**src/rtl/csi_pkg.sv**
```systemverilog
// rtl/csi_pkg.sv - shared types and constants for the CSI frame buffer scheduler
//
// Purpose: FSM state encoding, output-select constants and the frame
// configuration shadow struct shared by the scheduler and its testbench.
// Ports: none (package).
//
// frame_cfg_t is sized by CSI_ADDR_W / CSI_DIM_W; the scheduler's ADDR_W and
// DIM_W parameters are expected to stay equal to these.

package csi_pkg;

  localparam int CSI_ADDR_W = 32;
  localparam int CSI_DIM_W  = 16;

  typedef enum logic [2:0] {
    IDLE   = 3'd0,
    ARMED  = 3'd1,
    LATCH  = 3'd2,
    ACTIVE = 3'd3,
    DRAIN  = 3'd4
  } fsm_state_e;

  localparam logic OUT_SEL_SINGLE = 1'b0;
  localparam logic OUT_SEL_YUV420 = 1'b1;

  typedef struct packed {
    logic [CSI_DIM_W-1:0]  width;
    logic [CSI_DIM_W-1:0]  height;
    logic                  out_sel;
    logic [CSI_ADDR_W-1:0] ptr0;
    logic [CSI_ADDR_W-1:0] ptr1;
    logic                  dbuf;
  } frame_cfg_t;

endpackage

```
**src/rtl/csi_outstanding_counter.sv**
```systemverilog
// rtl/csi_outstanding_counter.sv - saturating up/down counter of in-flight AXI write bursts
//
// Purpose: counts AW handshakes not yet answered by a B handshake.
// Ports:
//   clk_i      in   clock
//   rst_i      in   synchronous active-high reset
//   inc_i      in   AW handshake this cycle
//   dec_i      in   B handshake this cycle
//   is_zero_o  out  count after this cycle's handshakes is zero

module csi_outstanding_counter #(
  parameter int W = 8
) (
  input  logic clk_i,
  input  logic rst_i,
  input  logic inc_i,
  input  logic dec_i,
  output logic is_zero_o
);

  localparam logic [W-1:0] CNT_MAX = {W{1'b1}};

  logic [W-1:0] count_q;
  logic [W-1:0] count_d;

  // Saturate at both ends; a B with nothing outstanding is a master bug and
  // must not wrap the count to full scale.
  always_comb begin
    count_d = count_q;
    if (inc_i && !dec_i && (count_q != CNT_MAX)) begin
      count_d = count_q + 1'b1;
    end else if (dec_i && !inc_i && (count_q != '0)) begin
      count_d = count_q - 1'b1;
    end
  end

  always_ff @(posedge clk_i) begin
    if (rst_i) begin
      count_q <= '0;
    end else begin
      count_q <= count_d;
    end
  end

  // Look-ahead so the drain can finish on the same cycle as the last B.
  assign is_zero_o = (count_d == '0);

endmodule

```
**src/rtl/csi_frame_buffer_scheduler.sv**
```systemverilog
// rtl/csi_frame_buffer_scheduler.sv - per-frame base address sequencing for the CSI RX AXI write master
//
// Purpose: latches frame configuration at frame start, computes Y/U/V plane
// bases, ping-pongs between two frame buffers, tracks outstanding bursts and
// reports frame completion and dropped frame starts.
// Ports:
//   axi_clk_i / axi_reset_i        clock, synchronous active-high reset
//   csi_enable_i                   scheduler enable
//   double_buff_enable_i           alternate ptr0/ptr1 per completed frame
//   output_select_i                0 single plane, 1 YUV420 planar
//   frame_ptr0_i / frame_ptr1_i    buffer base addresses
//   frame_width_i / frame_height_i frame dimensions
//   frame_start_i / frame_end_i    frame boundary pulses
//   aw_hs_i / b_hs_i               write master AW and B handshakes
//   y_base_o / u_base_o / v_base_o plane bases of the active frame
//   base_valid_o                   bases stable
//   buf_idx_o                      buffer in use
//   frame_done_o / frame_drop_o    completion and drop pulses
//   drop_cnt_o                     saturating dropped-frame count

module csi_frame_buffer_scheduler
  import csi_pkg::*;
#(
  parameter int ADDR_W  = CSI_ADDR_W,
  parameter int DIM_W   = CSI_DIM_W,
  parameter int OUTST_W = 8
) (
  input  logic              axi_clk_i,
  input  logic              axi_reset_i,
  input  logic              csi_enable_i,
  input  logic              double_buff_enable_i,
  input  logic              output_select_i,
  input  logic [ADDR_W-1:0] frame_ptr0_i,
  input  logic [ADDR_W-1:0] frame_ptr1_i,
  input  logic [DIM_W-1:0]  frame_width_i,
  input  logic [DIM_W-1:0]  frame_height_i,
  input  logic              frame_start_i,
  input  logic              frame_end_i,
  input  logic              aw_hs_i,
  input  logic              b_hs_i,
  output logic [ADDR_W-1:0] y_base_o,
  output logic [ADDR_W-1:0] u_base_o,
  output logic [ADDR_W-1:0] v_base_o,
  output logic              base_valid_o,
  output logic              buf_idx_o,
  output logic              frame_done_o,
  output logic              frame_drop_o,
  output logic [15:0]       drop_cnt_o
);

  fsm_state_e        state_q, state_d;
  frame_cfg_t        cfg_q, cfg_d;
  logic [ADDR_W-1:0] y_q, y_d;
  logic [ADDR_W-1:0] u_q, u_d;
  logic [ADDR_W-1:0] v_q, v_d;
  logic              base_valid_q, base_valid_d;
  logic              buf_idx_q, buf_idx_d;
  logic              frame_done_q, frame_done_d;
  logic              frame_drop_q, frame_drop_d;
  logic [15:0]       drop_cnt_q, drop_cnt_d;

  logic              outst_zero;
  logic              drain_done;
  logic              start_dropped;

  logic [2*DIM_W-1:0] area;
  logic [ADDR_W-1:0]  size;
  logic [ADDR_W-1:0]  base_sel;
  logic [ADDR_W-1:0]  u_planar;

  csi_outstanding_counter #(
    .W (OUTST_W)
  ) u_outst (
    .clk_i     (axi_clk_i),
    .rst_i     (axi_reset_i),
    .inc_i     (aw_hs_i),
    .dec_i     (b_hs_i),
    .is_zero_o (outst_zero)
  );

  // Address datapath works only from the shadow copy, so register-file
  // writes during a frame never leak into its bases.
  assign area     = {{DIM_W{1'b0}}, cfg_q.width} * {{DIM_W{1'b0}}, cfg_q.height};
  assign size     = ADDR_W'(area);
  assign base_sel = buf_idx_q ? cfg_q.ptr1 : cfg_q.ptr0;
  assign u_planar = base_sel + size;

  assign drain_done    = csi_enable_i && (state_q == DRAIN) && outst_zero;
  assign start_dropped = csi_enable_i && frame_start_i &&
                         ((state_q == LATCH) || (state_q == ACTIVE) || (state_q == DRAIN));

  // State register
  always_ff @(posedge axi_clk_i) begin
    if (axi_reset_i) begin
      state_q <= IDLE;
    end else begin
      state_q <= state_d;
    end
  end

  // Next-state logic; disable overrides every state.
  always_comb begin
    state_d = state_q;
    if (!csi_enable_i) begin
      state_d = IDLE;
    end else begin
      unique case (state_q)
        IDLE:    state_d = ARMED;
        ARMED:   if (frame_start_i) state_d = LATCH;
        LATCH:   state_d = ACTIVE;
        ACTIVE:  if (frame_end_i) state_d = DRAIN;
        DRAIN:   if (outst_zero) state_d = ARMED;
        default: state_d = IDLE;
      endcase
    end
  end

  // Output and datapath next values
  always_comb begin
    cfg_d        = cfg_q;
    y_d          = y_q;
    u_d          = u_q;
    v_d          = v_q;
    buf_idx_d    = buf_idx_q;
    drop_cnt_d   = drop_cnt_q;
    frame_done_d = drain_done;
    frame_drop_d = start_dropped;
    base_valid_d = (state_d == ACTIVE) || (state_d == DRAIN);

    if (csi_enable_i && (state_q == ARMED) && frame_start_i) begin
      cfg_d.width   = frame_width_i;
      cfg_d.height  = frame_height_i;
      cfg_d.out_sel = output_select_i;
      cfg_d.ptr0    = frame_ptr0_i;
      cfg_d.ptr1    = frame_ptr1_i;
      cfg_d.dbuf    = double_buff_enable_i;
    end

    if (state_q == LATCH) begin
      y_d = base_sel;
      if (cfg_q.out_sel == OUT_SEL_YUV420) begin
        u_d = u_planar;
        v_d = u_planar + (size >> 2);
      end else begin
        u_d = base_sel;
        v_d = base_sel;
      end
    end

    if (drain_done && cfg_q.dbuf) begin
      buf_idx_d = ~buf_idx_q;
    end

    if (start_dropped && (drop_cnt_q != 16'hFFFF)) begin
      drop_cnt_d = drop_cnt_q + 16'd1;
    end
  end

  always_ff @(posedge axi_clk_i) begin
    if (axi_reset_i) begin
      cfg_q        <= '0;
      y_q          <= '0;
      u_q          <= '0;
      v_q          <= '0;
      base_valid_q <= 1'b0;
      buf_idx_q    <= 1'b0;
      frame_done_q <= 1'b0;
      frame_drop_q <= 1'b0;
      drop_cnt_q   <= '0;
    end else begin
      cfg_q        <= cfg_d;
      y_q          <= y_d;
      u_q          <= u_d;
      v_q          <= v_d;
      base_valid_q <= base_valid_d;
      buf_idx_q    <= buf_idx_d;
      frame_done_q <= frame_done_d;
      frame_drop_q <= frame_drop_d;
      drop_cnt_q   <= drop_cnt_d;
    end
  end

  assign y_base_o     = y_q;
  assign u_base_o     = u_q;
  assign v_base_o     = v_q;
  assign base_valid_o = base_valid_q;
  assign buf_idx_o    = buf_idx_q;
  assign frame_done_o = frame_done_q;
  assign frame_drop_o = frame_drop_q;
  assign drop_cnt_o   = drop_cnt_q;

endmodule

```
**config.mk**
```make
export PLATFORM = sky130hd
export DESIGN_NAME = csi_frame_buffer_scheduler
export DESIGN_NICKNAME = d
export VERILOG_FILES = /design/src/rtl/csi_pkg.sv /design/src/rtl/csi_outstanding_counter.sv /design/src/rtl/csi_frame_buffer_scheduler.sv
export SDC_FILE = /design/constraint.sdc
export NUM_CORES = 1
export LEC_CHECK = 0
export ABC_AREA = 1
export CORE_ASPECT_RATIO = 0.75
export CORE_MARGIN = 1.5
export CORE_UTILIZATION = 60
export CTS_BUF_LIST = sky130_fd_sc_hd__clkbuf_4 sky130_fd_sc_hd__clkbuf_8
export CTS_CLUSTER_SIZE = 20
export DETAILED_ROUTE_END_ITERATION = 8
export GPL_ROUTABILITY_DRIVEN = 0
export PLACE_DENSITY_LB_ADDON = 0.15
export SETUP_SLACK_MARGIN = 0.3
export SYNTH_ARGS = -nofsm -noshare
export SYNTH_HDL_FRONTEND = slang
export SYNTH_SLANG_ARGS = --single-unit
```
**constraint.sdc**
```tcl
create_clock -name axi_clk_i -period 22.6 [get_ports axi_clk_i]
set_input_delay 4.52 -clock axi_clk_i [delete_from_list [all_inputs] [get_ports axi_clk_i]]
set_output_delay 4.52 -clock axi_clk_i [all_outputs]
set_load 0.02 [all_outputs]
```
* Word level (Yosys, flattened, before mapping)
Cells that the tools add are included.
Cells by class: eq/ne operators 8, $mul 1, multiplexer cells 10, add/subtract/negate cells 5, reductions and logical operators 20, bitwise gates (word level) 1
Operators with widths (number):
- 32-bit two-way mux | 3
- 32-bit by 30-bit adder with 32-bit output | 1
- 32-bit adder | 1
- 16-bit by 16-bit multiplier with 32-bit output | 1
- 16-bit by 1-bit adder with 16-bit output, second input constant | 1
- 8-bit two-way mux | 2
- 16-bit != test, second input constant | 1
- 3-bit one-hot mux with 5 select lines | 1
- 1-bit logical AND | 12
- 3-bit two-way mux | 4
- 3-bit by 2-bit == test with 1-bit output, second input constant | 3
- 8-bit by 1-bit adder with 8-bit output, second input constant | 1
- 8-bit logical NOT | 1
- 8-bit != test, second input constant | 1
- 8-bit nonzero test | 1
- 8-bit by 1-bit subtractor with 8-bit output, second input constant | 1
- 3-bit == test, second input constant | 2
- 3-bit by 1-bit == test with 1-bit output, second input constant | 1
- 3-bit logical NOT | 1
- 1-bit logical OR | 3
- 1-bit logical NOT | 2
- 1-bit inverter | 1
Storage, ports and cells: output and inout port bits 116, bits of input ports 105, word-level logic and storage cells 61, flip-flop bits (word level) 225

* Logic depth before layout (Yosys ltp)
Gate-level depths: netlist (run 1).
depth in word-level cells 11, gate-level depth with buffers 46, gate-level depth less buffers 44

* By module
Synthesis (run 1) repeated with hierarchy kept, for this count alone.
Second synthesis, totals: cell total of the unflattened synthesis 3065, area, all modules 21699.6 sq um
Modules (own cells, without submodules):
- csi_frame_buffer_scheduler | instances 1, area each 20930.1 sq um, cells each 2940
- csi_outstanding_counter | instances 1, area each 769.5 sq um, cells each 125

* Least setup slack after synthesis (run 1)
Ideal clock, no wire load.
path type reg2reg, start point reg cfg_q[89] (netlist bit), end point reg v_q[29], in the netlist v_base_o[29], setup slack 14.435 ns, arrival time 8.043 ns, stages on the path, launching flop included 42, data required time 22.478 ns, setup time 0.122 ns, path through dfxtp_1 > clkbuf_1 > clkbuf_1 > nand2_1 > fa_1 > inv_1 > fa_1 > inv_1 > fa_1 > inv_1 > fa_1 > fa_1 > inv_1 > fa_1 > inv_1 > ha_1 > nand2_1 > nor2_1 > [6 not listed] > nand2_1 > xor2_1 > ha_1 > nand2_1 > nor2_1 > nor2_1 > o21ai_0 > a211o_1 > and2_1 > ha_1 > nand2_1 > nor2_1 > inv_1 > nor4_1 > nand2_1 > and3_1 > o21ai_0 > a21oi_1
Between the ends: cells in the longest elaborated chain, start to end 4
RTL lines:
- start: declaration | RTL line csi_frame_buffer_scheduler.sv:52 | frame_cfg_t cfg_q, cfg_d;
- start signal: assignment | RTL line csi_frame_buffer_scheduler.sv:171 | cfg_q <= cfg_d;
- 16-bit by 16-bit multiplier with 32-bit output (*) | RTL line csi_frame_buffer_scheduler.sv:83 | assign area = {{DIM_W{1'b0}}, cfg_q.width} * {{DIM_W{1'b0}}, cfg_q.height};
- 32-bit adder | RTL line csi_frame_buffer_scheduler.sv:86 | assign u_planar = base_sel + size;
- 32-bit by 30-bit adder with 32-bit output (*) | RTL line csi_frame_buffer_scheduler.sv:143 | v_d = u_planar + (size >> 2);
- 32-bit two-way mux (*) | RTL line csi_frame_buffer_scheduler.sv:141 | if (cfg_q.out_sel == OUT_SEL_YUV420) begin
- end signal: assignment | RTL line csi_frame_buffer_scheduler.sv:174 | v_q <= v_d;
- end: declaration | RTL line csi_frame_buffer_scheduler.sv:55 | logic [ADDR_W-1:0] v_q, v_d;
Mark *: on every way between the ends. The rest lies on a longest branch, timed or not. A chain may end at the register's enable or synchronous reset.

* Worst setup path after layout (run 1)
start point reg cfg_q[89] (netlist bit), end point reg v_q[31], in the netlist v_base_o[31]
Same word-level chain as after synthesis.

==> results of run 1 <==
-- power by group through the flow --
stage          combinational (W)  clock (W)  sequential [W]
3_3_place_gp            0.000157          0        0.000438
3_5_place_dp            0.000161          0        0.000439
6_report                0.000163   0.000414        0.000431
5_1_grt                 0.000180   0.000438        0.000432
4_1_cts                 0.000162   0.000420        0.000430
2_1_floorplan           0.000113          0        0.000429
-- final cells by class --
type	count	share of cell area
Multi-Input combinational cell	2041	0.571
Inverter	640	0.0977
Clock buffer	54	0.0271
Tap cell	457	0.0232
Sequential cell	225	0.183
Clock inverter	13	0.00701
Timing Repair Buffer	226	0.0912
Antenna cell	1	0.000102
-- worst max-delay path, delay by kind of cell, from the launching register on --
family / cells / cell delay [ps]
adder cells (fa/ha/maj): 9 / 3960
AND/OR/NAND/NOR: 14 / 1870
AO/OA/AOI/OAI: 8 / 1680
flip-flops: 1 / 830
XOR/XNOR: 2 / 570
buffers and inverters: 7 / 410
-- state kept, by name, summed over array words and instances, names as in the netlist --
signal           flops
v_base_o            32
cfg_q               98
buf_idx_o            1
state_q              3
u_base_o            32
frame_drop_o         1
frame_done_o         1
drop_cnt_o          16
base_valid_o         1
y_base_o            32
u_outst.count_q      8
-- cell usage after synthesis (5+ instances only) --
library cell | n | share of area
o21bai_1 | 8 | 0.0028
a31oi_1 | 14 | 0.0041
nand3_1 | 72 | 0.017
or2_2 | 15 | 0.0044
a21o_1 | 12 | 0.0042
fa_1 | 196 | 0.18
ha_1 | 172 | 0.10
a21oi_1 | 335 | 0.078
xnor2_1 | 23 | 0.0094
inv_1 | 633 | 0.11
dfxtp_1 | 225 | 0.21
clkbuf_1 | 135 | 0.024
xor2_1 | 46 | 0.019
nand4_1 | 9 | 0.0026
inv_2 | 6 | 0.0010
nor4_1 | 7 | 0.0020
nor2_1 | 135 | 0.024
o211ai_1 | 5 | 0.0017
a211oi_1 | 6 | 0.0021
nor3_1 | 15 | 0.0035
o21ai_0 | 284 | 0.066
nand2_1 | 639 | 0.11
-- cell families (layout without fill, tap and decap cells) --
kind of cell,count (synthesis),after routing,share of synthesized area
xor+xnor,69,69,0.0281
compound gates,689,689,0.169
simple gates,915,915,0.174
flops,225,225,0.210
buf+inv,783,933,0.137
fa+ha+maj,368,368,0.283
other cells,0,1,0
-- cells in the final DEF, fill, tap and decap left out, types with 6 or more instances in the layout --
| cell | n |
|---|---|
| nand2_1 | 639 |
| nor4_1 | 7 |
| clkbuf_8 | 42 |
| xnor2_1 | 23 |
| o21ai_0 | 284 |
| dfxtp_1 | 224 |
| clkdlybuf4s50_1 | 220 |
| a211oi_1 | 6 |
| nand3_1 | 71 |
| o21bai_1 | 8 |
| nand4_1 | 9 |
| a21o_1 | 12 |
| inv_2 | 6 |
| fa_1 | 196 |
| ha_1 | 172 |
| clkbuf_4 | 12 |
| a21oi_1 | 335 |
| buf_4 | 6 |
| a31oi_1 | 14 |
| or2_2 | 15 |
| nor2_1 | 134 |
| nor3_1 | 15 |
| inv_1 | 632 |
| xor2_1 | 46 |
-- stage by stage --
stage	std cells	hold WS, ps
floorplan	3049	420
CTS	3656	446
detailed placement	3589	435
global placement	3589	429
finish	3657	442
global route	3657	468
-- per-layer routing --
| metal | vias to the layer above | routed length (µm) | GRT usage |
|---|---|---|---|
| li1 | 9729 | - | - |
| met1 | 9737 | 25700 | 0.442 |
| met2 | 937 | 27500 | 0.524 |
| met3 | 152 | 5610 | 0.0679 |
| met4 | 0 | 1980 | 0.117 |
| met5 | - | 0 | 0 |
-- worst paths after layout --
check	start	end
worst max register to register	cfg_q[89]$_SDFFE_PP0P_	v_base_o[31]$_SDFFE_PP0P_
worst min register to register	cfg_q[42]$_SDFFE_PP0P_	cfg_q[42]$_SDFFE_PP0P_
worst min-delay path	cfg_q[42]$_SDFFE_PP0P_	cfg_q[42]$_SDFFE_PP0P_
worst max-delay path	cfg_q[89]$_SDFFE_PP0P_	v_base_o[31]$_SDFFE_PP0P_
==> qor.yml, run 1 <==
outcome:
  status: "completed"
worst_setup_path:
  startpoint_type: "flip-flop"
  crit_required_ps: 23120
  crit_top_cell: "inv_1"
  critPathKind: "reg2reg"
  r2r_slack_ps: 13230
  cpPeakStageDelay_ps: 830
  crit_path_max_fanout: 17
  critical_path.slowest_cell: "dfxtp_1"
  arrival_ps: 9890
  worstSetupEndpointType: "flip-flop"
  r2r_cells: 40
power_and_ir_drop:
  swShare: 0.300
  switching_power_w: 0.000302
  p_leak_nw: 12.6
  p_seq_frac: 0.428
  combPwrFrac: 0.162
  powerDensity_mw_per_mm2: 40.9
  clkPwrFrac: 0.411
  fin_total_pwr_w: 0.00101
  p_int_w: 0.000705
  vdd_drop_max_mv: 0.0568
global_route:
  grt_overflow: 0
  grt_max_degree: 130
  grt_pass1_wl_um: 99300
  grt_pass1_vias: 19880
  globalRouteTotalUtil: 0.328
  antenna_found_initial: 1
floorplan:
  die_x_um: 222
  ios: 221
  num_rows: 59
  core_area_mm2: 0.0350
  dieHeight_um: 167
  dieArea_mm2: 0.0370
  initial_core_util: 0.614
logic_synthesis:
  netlist_area_mm2: 0.0215
  syn_avg_cell_area_um2: 7.05
  synth.distinct_cells: 52
  synth_nets: 3522
  ys.flop_type: "dfxtp_1"
  ys_warn_count: 0
  ys_ff_latch: 225
  syn_inst: 3049
  synth-seq-area-share: 0.210
  synth-edff-count: 0
  async_flop_share: 0
routing:
  dr.pass1.iters: 6
  drc_errors: 0
  vias_per_cell: 5.62
  ant_nets: 0
  drt-initial-drc-count: 1936
  vias: 20555
  drt-wirelength-per-cell_um: 16.6
  finalWirelength_um: 60900
final_layout:
  nNetsFinal: 3646
  drive_above_1_share: 0.0372
  multi_input_comb_area_mm2: 0.0141
  regArea_mm2: 0.00451
  fin_area_mm2: 0.0246
  num-fill-cells: 2908
  post-route-util: 0.704
  area_growth_pct: 14.6
cts:
  cts_buffers: 39
  h-tree-depth: 2
  clk_pin_slew_ps: 70
  cts_setup_buffers: 0
  clock_path_buffers: 3
  ctsResizeCount: 0
  cts_hold_buf: 0
  ctsRootBufferMaster: "clkbuf_8"
  clk_latency_ps: 600
  numClockSinks: 225
  cts_tree: "done"
placed_design:
  place_ws_ps: 13530
  post-dp-hpwl_um: 47800
  port_buffers: 220
  dpl_cell_area_mm2: 0.0238
timing:
  hold_viol: 0
  worstMarginPinSlew_ps: 1090
  max_freq_ghz: 0.107
  grt_setup_unrepaired: "no"
  fin_crit_sh: 0.414
  timing.final.ws_setup_ps: 13230
  relSlewSlack: 0.267
  fin_crit_ps: 9370
  finClkSkew_ps: 29.6
  maxSlewViolCount: 0
  setup_tns_ps: 0
  setup_violations: 0
flow_run:
  max_cap_viol_count: 0
hold_path:
  hold-path-cell-count: 2
  hold_class: "reg2reg"
Note: power is estimated with default switching activity, not from simulation.
==> run 2, diff against run 1 <==
- CORE_UTILIZATION: 60 -> 54
- clock period: 22.6 -> 7.9 ns (I/O delays scaled with it)
==> run 2 against run 1 <==
Against the previous run: the run now ends with setup timing left; clock-buffer cell count rose by 2; via count rose by 13%; total power rose to 3.0 times the previous value; critical path type unchanged; critical endpoint is now v_base_o[29]$_SDFFE_PP0P_; largest power group unchanged.
==> qor.yml, run 2 (same netlist as run 1, synthesis figures left out) <==
final_layout:
  largest_register_ff_count: 98  # unchanged
  post-route-util: 0.761  # +0.0571
  drive_above_1_share: 0.248  # +0.211
  area_growth_pct: 39.5
  final_cell_mix: "584 x inv_1, 564 x nand2_1, 324 x buf_4"
  nNetsFinal: 4017  # +10%
  largest_register: "cfg_q"
  layout_commonest_cell: "inv_1"
  n_antenna_cell: 0  # -1
timing:
  setup_tns_ps: -4920  # -4920 ps
  fin_crit_ps: 8650  # -712 ps
  worst_hold_slack_ps: 441  # -0.981 ps
  fin_crit_sh: 1.10  # +0.681
  setup_violations: 13  # +13
  finClkSkew_ps: 34.7  # +5.06 ps
  timing.final.ws_setup_ps: -755  # -13990 ps
  grt_setup_unrepaired: "yes"
  relSlewSlack: 0.182  # -0.0852
  hold_viol: 0  # unchanged
  max_freq_ghz: 0.116  # +8.2%
  maxSlewViolCount: 0  # unchanged
  worstMarginPinSlew_ps: 1210  # +127 ps
worst_setup_path:
  critPathKind: "reg2reg"
  worstSetupEndpointType: "flip-flop"
  r2r-start: "cfg_q[67]$_SDFFE_PP0P_"
  r2r_cells: 37  # -7.5%
  crit_required_ps: 8410  # -14710 ps
  crit_top_cell: "fa_1"
  reg2reg_to: "v_base_o[29]$_SDFFE_PP0P_"
  crit_end: "v_base_o[29]$_SDFFE_PP0P_"
  critical_path.slowest_cell: "fa_2"
  arrival_ps: 9170  # -720 ps
  crit_start: "cfg_q[67]$_SDFFE_PP0P_"
  cpPeakStageDelay_ps: 600  # -230 ps
  startpoint_type: "flip-flop"
  r2r_slack_ps: -750  # -13990 ps
  crit_path_max_fanout: 6  # -11
floorplan:
  core_area_mm2: 0.0394  # +13%
  dieArea_mm2: 0.0410  # +11%
  num_rows: 63  # +6.8%
  die_x_um: 233  # +5.3%
  ios: 221  # unchanged
  initial_core_util: 0.545  # -0.0689
  dieHeight_um: 176  # +5.3%
cts:
  numClockSinks: 225  # unchanged
  clk_latency_ps: 640  # +40 ps
  clk_pin_slew_ps: 70  # about the same
  cts_buffers: 39  # unchanged
  clock_path_buffers: 3  # unchanged
  cts_tree: "done"
  ctsRootBufferMaster: "clkbuf_8"
  h-tree-depth: 2  # unchanged
routing:
  vias: 23184  # +13%
  drt-wirelength-per-cell_um: 18.9  # +14%
  vias_per_cell: 5.67  # +0.90%
  finalWirelength_um: 77500  # +27%
  drc_errors: 0  # unchanged
  dr.pass1.iters: 6  # unchanged
  ant_nets: 0  # unchanged
  drt-initial-drc-count: 2237  # +16%
hold_path:
  hold-path-cell-count: 2  # unchanged
  holdCritStartpoint: "cfg_q[50]$_SDFFE_PP0P_"
  hold_class: "reg2reg"
global_route:
  grt_overflow: 0  # unchanged
  grt_pass1_wl_um: 109000  # +9.4%
  globalRouteTotalUtil: 0.330  # +0.00211
  antenna_found_initial: 0  # -1
  grt_max_degree: 128  # -1.5%
  grt_pass1_vias: 21535  # +8.3%
flow_run:
  max_cap_viol_count: 0  # unchanged
outcome:
  status: "complete, but fails checks"
  violations: "setup timing"
power_and_ir_drop:
  p_seq_frac: 0.395  # -0.033
  p_leak_nw: 15.0  # +19%
  powerDensity_mw_per_mm2: 102  # +150%
  clkPwrFrac: 0.384  # -0.027
  combPwrFrac: 0.221  # +0.059
  switching_power_w: 0.000966  # +220%
  p_int_w: 0.00209  # +200%
  swShare: 0.316  # +0.0157
  vdd_drop_max_mv: 0.142  # +150%
placed_design:
  post-dp-hpwl_um: 50800  # +6.4%
  place_ws_ps: -655  # -14180 ps
  port_buffers: 220  # unchanged
==> run 2: how the worst min path moves through the flow <==
stage	slack [ps]	end
6_report	440	cfg_q[50]$_SDFFE_PP0P_
2_1_floorplan	420	cfg_q[33]$_SDFFE_PP0P_
4_1_cts	440	cfg_q[52]$_SDFFE_PP0P_
3_5_place_dp	430	cfg_q[52]$_SDFFE_PP0P_
3_3_place_gp	430	cfg_q[58]$_SDFFE_PP0P_
5_1_grt	460	cfg_q[50]$_SDFFE_PP0P_
==> run 2: layout make-up <==
type | count | area, µm²
clock buffers | 56 | 721
flip-flops and latches | 225 | 4580
repair buffers | 597 | 5280
fillers | 2652 | 9410
inverters | 640 | 2420
well taps | 520 | 651
clock inverters | 9 | 97.6
multi-input cells | 2041 | 16200
==> run 2: power by group through the flow <==
stage	sequential (W)	clock, W	combinational, W
after CTS	0.00121	0.00118	0.000599
after detailed placement	0.00123	0	0.000553
after global placement	0.00123	0	0.000540
after floorplan	0.00123	0	0.000333
after global routing	0.00121	0.00123	0.000722
final	0.00121	0.00118	0.000676
==> run 2: routing by layer <==
metal,GRT usage,up-vias,part of all wire
li1,-,10482,-
met2,0.525,1334,0.46
met1,0.450,11006,0.39
met5,0,-,0
met4,0.129,0,0.057
met3,0.0549,362,0.098
==> run 2: through the flow <==
stage / power [W] / instance area [µm²] / std cells
after floorplan: 0.00156 / 21800 / 3049
final: 0.00306 / 30000 / 4088
after global routing: 0.00316 / 30000 / 4088
after CTS: 0.00298 / 28500 / 4041
after global placement: 0.00177 / 26100 / 3924
after detailed placement: 0.00179 / 26100 / 3924
==> run 2: critical path, delay by kind of cell (launching register included) <==
family | cells | cell delay, ps
adders and majority gates | 9 | 3940
xor gates and xnor gates | 2 | 220
AOI/OAI and AO/OA | 8 | 1050
DFF | 1 | 400
buffers and inverters | 7 | 590
and+or+nand+nor | 11 | 2300
==> run 2: repair_timing <==
| action | CTS | global route |
|---|---|---|
| setup buffers | 52 | 47 |
| endpoints found under the hold margin | 0 | 0 |
| resized for setup | 304 | 275 |
| pin swaps | 127 | 131 |
| hold buffers | 0 | 0 |
| endpoints found under the setup margin | 19 | 24 |
